## config.mk

```make
export PLATFORM = sky130hd
export DESIGN_NAME = disp_src_sel_io
export DESIGN_NICKNAME = d
export VERILOG_FILES = /design/src/rtl/disp_src_sel_io.sv
export SDC_FILE = /design/constraint.sdc
export NUM_CORES = 1
export LEC_CHECK = 0
export ABC_AREA = 1
export BUFFER_PORTS_ARGS = -buffer_cell sky130_fd_sc_hd__buf_2
export CORE_AREA = 5 5 128 130
export DETAILED_ROUTE_END_ITERATION = 16
export DIE_AREA = 0 0 133 135
export PLACE_DENSITY = 0.66
export SYNTH_ARGS = -nofsm -noshare
export SYNTH_HDL_FRONTEND = slang
export SYNTH_SLANG_ARGS = --single-unit
```

## constraint.sdc

```tcl
create_clock -name clk -period 3.75 [get_ports clk]
set_clock_uncertainty 0.15 [all_clocks]
set_input_delay 0.1875 -clock clk [delete_from_list [all_inputs] [get_ports clk]]
set_output_delay 0.1875 -clock clk [all_outputs]
set_load 0.05 [all_outputs]
```

## src/rtl/disp_src_sel_io.sv

```systemverilog
// ----------------------------------------------------------------------------
// disp_src_sel_io
//
// Display-source selector for the seven-segment path. Holds a CPU-writable
// display register (channel 0, byte-enable writes) and registers one of NCH
// channels onto disp_num. Channel PC_CH is shown right-shifted by PC_SHIFT
// (byte PC -> word PC). A freeze input holds the display and the scan state
// while still letting the CPU register take writes.
//
// Optional feature (compile-time macro DISP_AUTO_SCAN_EN):
//   defined   : auto-scan rotates cur_ch through all channels, dwelling
//               2**SCAN_DIV clock cycles per channel, pulsing scan_tick on
//               each advance.
//   undefined : manual only; auto_mode is ignored, scan_tick is tied to 0.
//
// All registers update on the FALLING edge of clk; reset is asynchronous,
// active-high.
//
// Ports:
//   clk          in   1        clock (falling-edge active)
//   reset        in   1        asynchronous active-high reset
//   cpu_we       in   1        CPU write strobe
//   cpu_be       in   DW/8     byte enables for cpu_data (bit i -> byte i)
//   cpu_data     in   DW       CPU write data
//   test_select  in   SELW     manual channel select
//   auto_mode    in   1        1 = auto-scan, 0 = manual
//   freeze       in   1        1 = hold disp_num, cur_ch and scan state
//   test_bus     in   NCH*DW   channel k on [k*DW +: DW]; slice 0 unused
//   disp_num     out  DW       registered display value
//   cur_ch       out  SELW     channel currently shown (registered)
//   scan_tick    out  1        one-cycle pulse when auto-scan advances
// ----------------------------------------------------------------------------
module disp_src_sel_io #(
    parameter int          DW       = 32,
    parameter int          NCH      = 8,
    parameter int          SELW     = 3,
    parameter int          PC_CH    = 1,
    parameter int          PC_SHIFT = 2,
    parameter logic [31:0] RST_VAL  = 32'h12345678,
    parameter int          SCAN_DIV = 24
) (
    input  logic                clk,
    input  logic                reset,
    input  logic                cpu_we,
    input  logic [DW/8-1:0]     cpu_be,
    input  logic [DW-1:0]       cpu_data,
    input  logic [SELW-1:0]     test_select,
    input  logic                auto_mode,
    input  logic                freeze,
    input  logic [NCH*DW-1:0]   test_bus,
    output logic [DW-1:0]       disp_num,
    output logic [SELW-1:0]     cur_ch,
    output logic                scan_tick
);

    localparam int NB = DW / 8;

    logic [DW-1:0]   cpu_reg;
    logic [DW-1:0]   cpu_reg_next;
    logic [DW-1:0]   man_val;
    logic [DW-1:0]   cur_val;
    logic [SELW-1:0] cur_ch_adv;
    logic            sel_ok;
    logic            mode_auto;
    logic            scan_wrap;

    // Slice 0 of test_bus is replaced by the CPU register.
    logic unused_bus0;
    assign unused_bus0 = ^test_bus[DW-1:0];

    // Channel value. Channel 0 is the post-write CPU register, so a write is
    // visible on disp_num at the same edge it lands.
    function automatic logic [DW-1:0] ch_val(input logic [SELW-1:0]   k,
                                             input logic [DW-1:0]     reg_next,
                                             input logic [NCH*DW-1:0] bus);
        ch_val = reg_next;
        for (int c = 1; c < NCH; c++) begin
            if (int'(k) == c) begin
                if (c == PC_CH) ch_val = bus[c*DW +: DW] >> PC_SHIFT;
                else            ch_val = bus[c*DW +: DW];
            end
        end
    endfunction

    always_comb begin
        cpu_reg_next = cpu_reg;
        for (int i = 0; i < NB; i++) begin
            if (cpu_we && cpu_be[i]) cpu_reg_next[i*8 +: 8] = cpu_data[i*8 +: 8];
        end
    end

    assign man_val    = ch_val(test_select, cpu_reg_next, test_bus);
    assign cur_val    = ch_val(cur_ch, cpu_reg_next, test_bus);
    assign sel_ok     = int'(test_select) < NCH;
    assign cur_ch_adv = (cur_ch == SELW'(NCH - 1)) ? '0 : cur_ch + 1'b1;

`ifdef DISP_AUTO_SCAN_EN
    logic [SCAN_DIV-1:0] scan_cnt;

    assign mode_auto = auto_mode;
    assign scan_wrap = (scan_cnt == '1);

    // Dwell counter. Held at 0 in manual mode so entering auto mode always
    // starts a full dwell on the current channel. Wraps naturally at all-ones.
    always_ff @(negedge clk or posedge reset) begin
        if (reset) begin
            scan_cnt  <= '0;
            scan_tick <= 1'b0;
        end else if (freeze) begin
            scan_tick <= 1'b0;
        end else if (mode_auto) begin
            scan_cnt  <= scan_cnt + 1'b1;
            scan_tick <= scan_wrap;
        end else begin
            scan_cnt  <= '0;
            scan_tick <= 1'b0;
        end
    end
`else
    logic                unused_auto;
    logic [SCAN_DIV-1:0] unused_scan_w;

    assign mode_auto     = 1'b0;
    assign scan_wrap     = 1'b0;
    assign scan_tick     = 1'b0;
    assign unused_scan_w = '0;
    assign unused_auto   = auto_mode;
`endif

    always_ff @(negedge clk or posedge reset) begin
        if (reset) begin
            cpu_reg  <= RST_VAL[DW-1:0];
            disp_num <= RST_VAL[DW-1:0];
            cur_ch   <= '0;
        end else begin
            // CPU writes are accepted regardless of freeze or selection.
            cpu_reg <= cpu_reg_next;
            if (freeze) begin
                disp_num <= disp_num;
                cur_ch   <= cur_ch;
            end else if (mode_auto) begin
                // Display follows the channel already shown, so it trails a
                // channel advance by one edge and stays live meanwhile.
                disp_num <= cur_val;
                if (scan_wrap) cur_ch <= cur_ch_adv;
            end else if (sel_ok) begin
                cur_ch   <= test_select;
                disp_num <= man_val;
            end
        end
    end

endmodule
```

==> metrics.md <==
| Metric | Value |
|---|---|
| Outcome | `complete, no violations` |
| Max VDD drop | `0.231 mV` |
| Clock power frac | `32.2%` |
| R2R depth | `12` |
| Buffers on Ports | `299` |
| Final Util | `47.8%` |
| Pins Over Slew Limit | `0` |
| Vias | `between 6k and 7k` |
| Tightest Hold Check Type | `reg2reg` |
| Tot GR Track Use | `~23%` |
| DR vias/cell | `approximately 4.7` |
| Dominant cell type by area after synthesis | `nand2_1` |
| I/O Pins | `around 340` |
| Most frequent cell after synthesis | `nand2_1` |
| Switching Fraction | `approximately 39%` |
| Register-to-register setup slack | `2.23 ns` |
| Root Buffer | `clkbuf_16` |
| Crit path max-delay family | `simple AND/OR/NAND/NOR gates` |
| Vias in the first global route | `6124` |
| Netlist cell types | `23` |
| Largest net degree at the start of global routing | `71` |
| Net switching power | `0.00105 W` |
| Setup ws final | `0.334 ns` |
| TritonRoute pass-1 iters | `6` |
| CTS Sinks | `67` |
| #FFs+latches synth | `67` |
| Post-Layout Cell Count | `1373` |
| CTS Buf Count | `9` |
| DR WL/cell | `15.7 um` |
| Crit. Startpoint | `cpu_we` |
| CORE AREA | `approximately 15000 um2` |
| Placed standard-cell area | `6830 um2` |
| Leakage power | `4.25 nW` |
| Worst Setup EP | `disp_num[16]` |
| Final wirelength | `21500 um` |
| Clock slew seen by the registers of the worst setup and hold paths | `0.04 ns` |
| Synth area leaders | `nand2_1 (29%), dfrtn_1 (20%), dfstp_2 (14%)` |
| Worst hold start | `cpu_reg[15]` |
| Cell area after layout | `7190 um2` |
| Cell area power density | `378 nW/um2` |
| Worst-path cell chain | `buf_2 > nand2_1 > nand2_1 > nand2_1 > nand2_1 > nand3_1 > nand2_1 > nand2_1 > nand2_1 > nand2_1 > nand2_1 > nand2_1` |
| Cell area after synthesis | `5030 um2` |
| Antenna viol nets, final | `0` |
| Commonest cells in the netlist | `nand2_1 (383), nor2_1 (176), nand3_1 (62), a21oi_1 (57), dfrtn_1 (41)` |
| Reg-to-reg critical path endpoint | `disp_num[4]` |
| Ys flop type | `dfrtn_1` |
| GR Overflow Total | `0` |
| Die outline width | `133 um` |
| H-tree depth | `3` |
| Setup TNS | `0 ns` |
| CTS tree | `built` |
| Asr flop ratio synth | `100%` |
| Comb power frac | `34.6%` |
| Syn avg cell area | `5.79 um2` |
| Max stage delay on crit path | `0.31 ns` |
| CTS resizes | `0` |
| Critical path depth | `12` |
| First-pass GRT wire length | `32500 um` |
| Seq/Total Area, Yosys | `34.0%` |
| Most frequent cell on the critical path | `nand2_1` |
| RSZ-0062 raised after global routing | `no` |
| Initial antenna violation count | `2` |
| 1st-iter DRT viols | `roughly 550` |
| Std cell rows | `45` |
| Kind of critical path | `in2reg` |
| DP Cell Count | `1331` |
| Die ar. | `18000 um2` |
| Cts hold-fix bufs | `0` |
| Buf+Inv Stages, Crit Path | `1` |
| Share of cells above drive strength 1 | `32.6%` |
| Worst Path Required | `1.92 ns` |
| Post-synth EDFFs | `0` |
| Post-synth top area share | `28.6%` |
| Synthesis-to-finish area growth | `42.9%` |
| DRC viols | `0` |
| Setup slack after placement | `-0.0422 ns` |
| Max-Cap Viols | `0` |
| CP arrival | `approximately 1.6 ns` |
| RR Startpoint | `cpu_reg[4]` |
| Skew-Pair Late Insertion Delay | `0.34 ns` |
| Nets | `roughly 1.5k` |
| Final hold violations | `0` |
| Setup Fix Bufs, Post-CTS | `0` |
| Post-synthesis cell count | `a little under 900` |
| Syn_nets | `1170` |
| Max Root-Sink Buffers | `2` |
| Internal Power | `0.00167 W` |
| Crit path capture type | `flop` |
| CP Launch Type | `input port` |
| Synthesis Warnings | `0` |
| Placer congestion estimate | `about 0.9` |
| Critical path peak fanout | `22` |
| Setup-failing EPs final | `0` |
| Die height | `135 um` |
| CP max stage cell | `buf_2` |
| Sequential share of power | `33.2%` |
| Initial Utilization | `around a third` |
| Detailed Place HPWL | `16900 um` |
==> cell type report <==
type,count,area (um2)
diodes,2,5.00
clock inverters,29,113
clock buffers,12,246
repair buffers,328,1810
inverters,20,75.1
fillers,1666,7840
well taps,188,235
multi-input cells,727,2990
flip-flops and latches,67,1710
==> logic make-up (layout without fill, tap and decap cells) <==
group | count (synthesis) | in the layout | share of synthesized area (%)
simple gates | 637 | 637 | 50.2
flops | 67 | 67 | 34.0
compound gates | 89 | 89 | 9.15
buf+inv | 76 | 389 | 6.64
other cells | 1 | 3 | 0.0745
==> power by group through the flow <==
stage          clock [W]  sequential, W  combinational, W
3_5_place_dp   0.0000440       0.000908          0.000944
5_1_grt         0.000952       0.000914           0.00104
3_3_place_gp   0.0000440       0.000909          0.000936
2_1_floorplan  0.0000440        0.00112          0.000376
4_1_cts         0.000890       0.000903          0.000946
6_report        0.000876       0.000903          0.000942
==> layout by cell type (no fill, tap or decap) <==
cell,Yosys,layout
inv_1,12,36
clkinv_2,0,3
a22o_1,4,4
inv_2,8,9
dfrtn_1,41,41
or2_2,3,3
clkinv_1,1,1
nand3_2,2,2
buf_12,0,8
diode_2,0,2
clkbuf_8,0,1
nand3_1,62,62
nor3_4,1,1
nor2_1,176,175
o21ai_0,15,15
nand2_1,383,383
buf_2,18,299
clkbuf_16,0,9
o21ai_1,13,13
conb_1,1,1
nor2_2,2,3
dfstp_2,26,26
a21oi_1,57,57
buf_4,5,21
nand2_2,1,1
nand4_1,7,7
clkbuf_1,31,2
==> worst reg2reg max path, delay by kind of cell (launching register included) <==
| kind | cells | cell delay [ns] |
|---|---|---|
| and+or+nand+nor | 12 | 0.81 |
| DFF | 1 | 0.51 |
==> worst min-delay path by stage <==
stage,end,cells past startpoint
final,cpu_reg[15],2
after global routing,cpu_reg[31],2
after CTS,cpu_reg[26],2
after detailed placement,cpu_reg[31],2
after global placement,cpu_reg[0],2
after floorplan,cpu_reg[22],2
==> routing by layer <==
layer / global-route usage (%) / vias up / routed length [um]
met2: 36.6 / 262 / 10200
met5: 0 / - / 0
met4: 7.45 / 0 / 361
met1: 30.9 / 2869 / 9340
li1: - / 3345 / -
met3: 4.58 / 21 / 1640
==> through the flow <==
step | hold WS, ns | total power [W]
after floorplan | 0.248 | 0.00154
after global placement | 0.262 | 0.00189
after detailed placement | 0.268 | 0.00190
after CTS | 0.267 | 0.00274
after global routing | 0.295 | 0.00290
final | 0.266 | 0.00272
(Power assumes the default switching activity.)
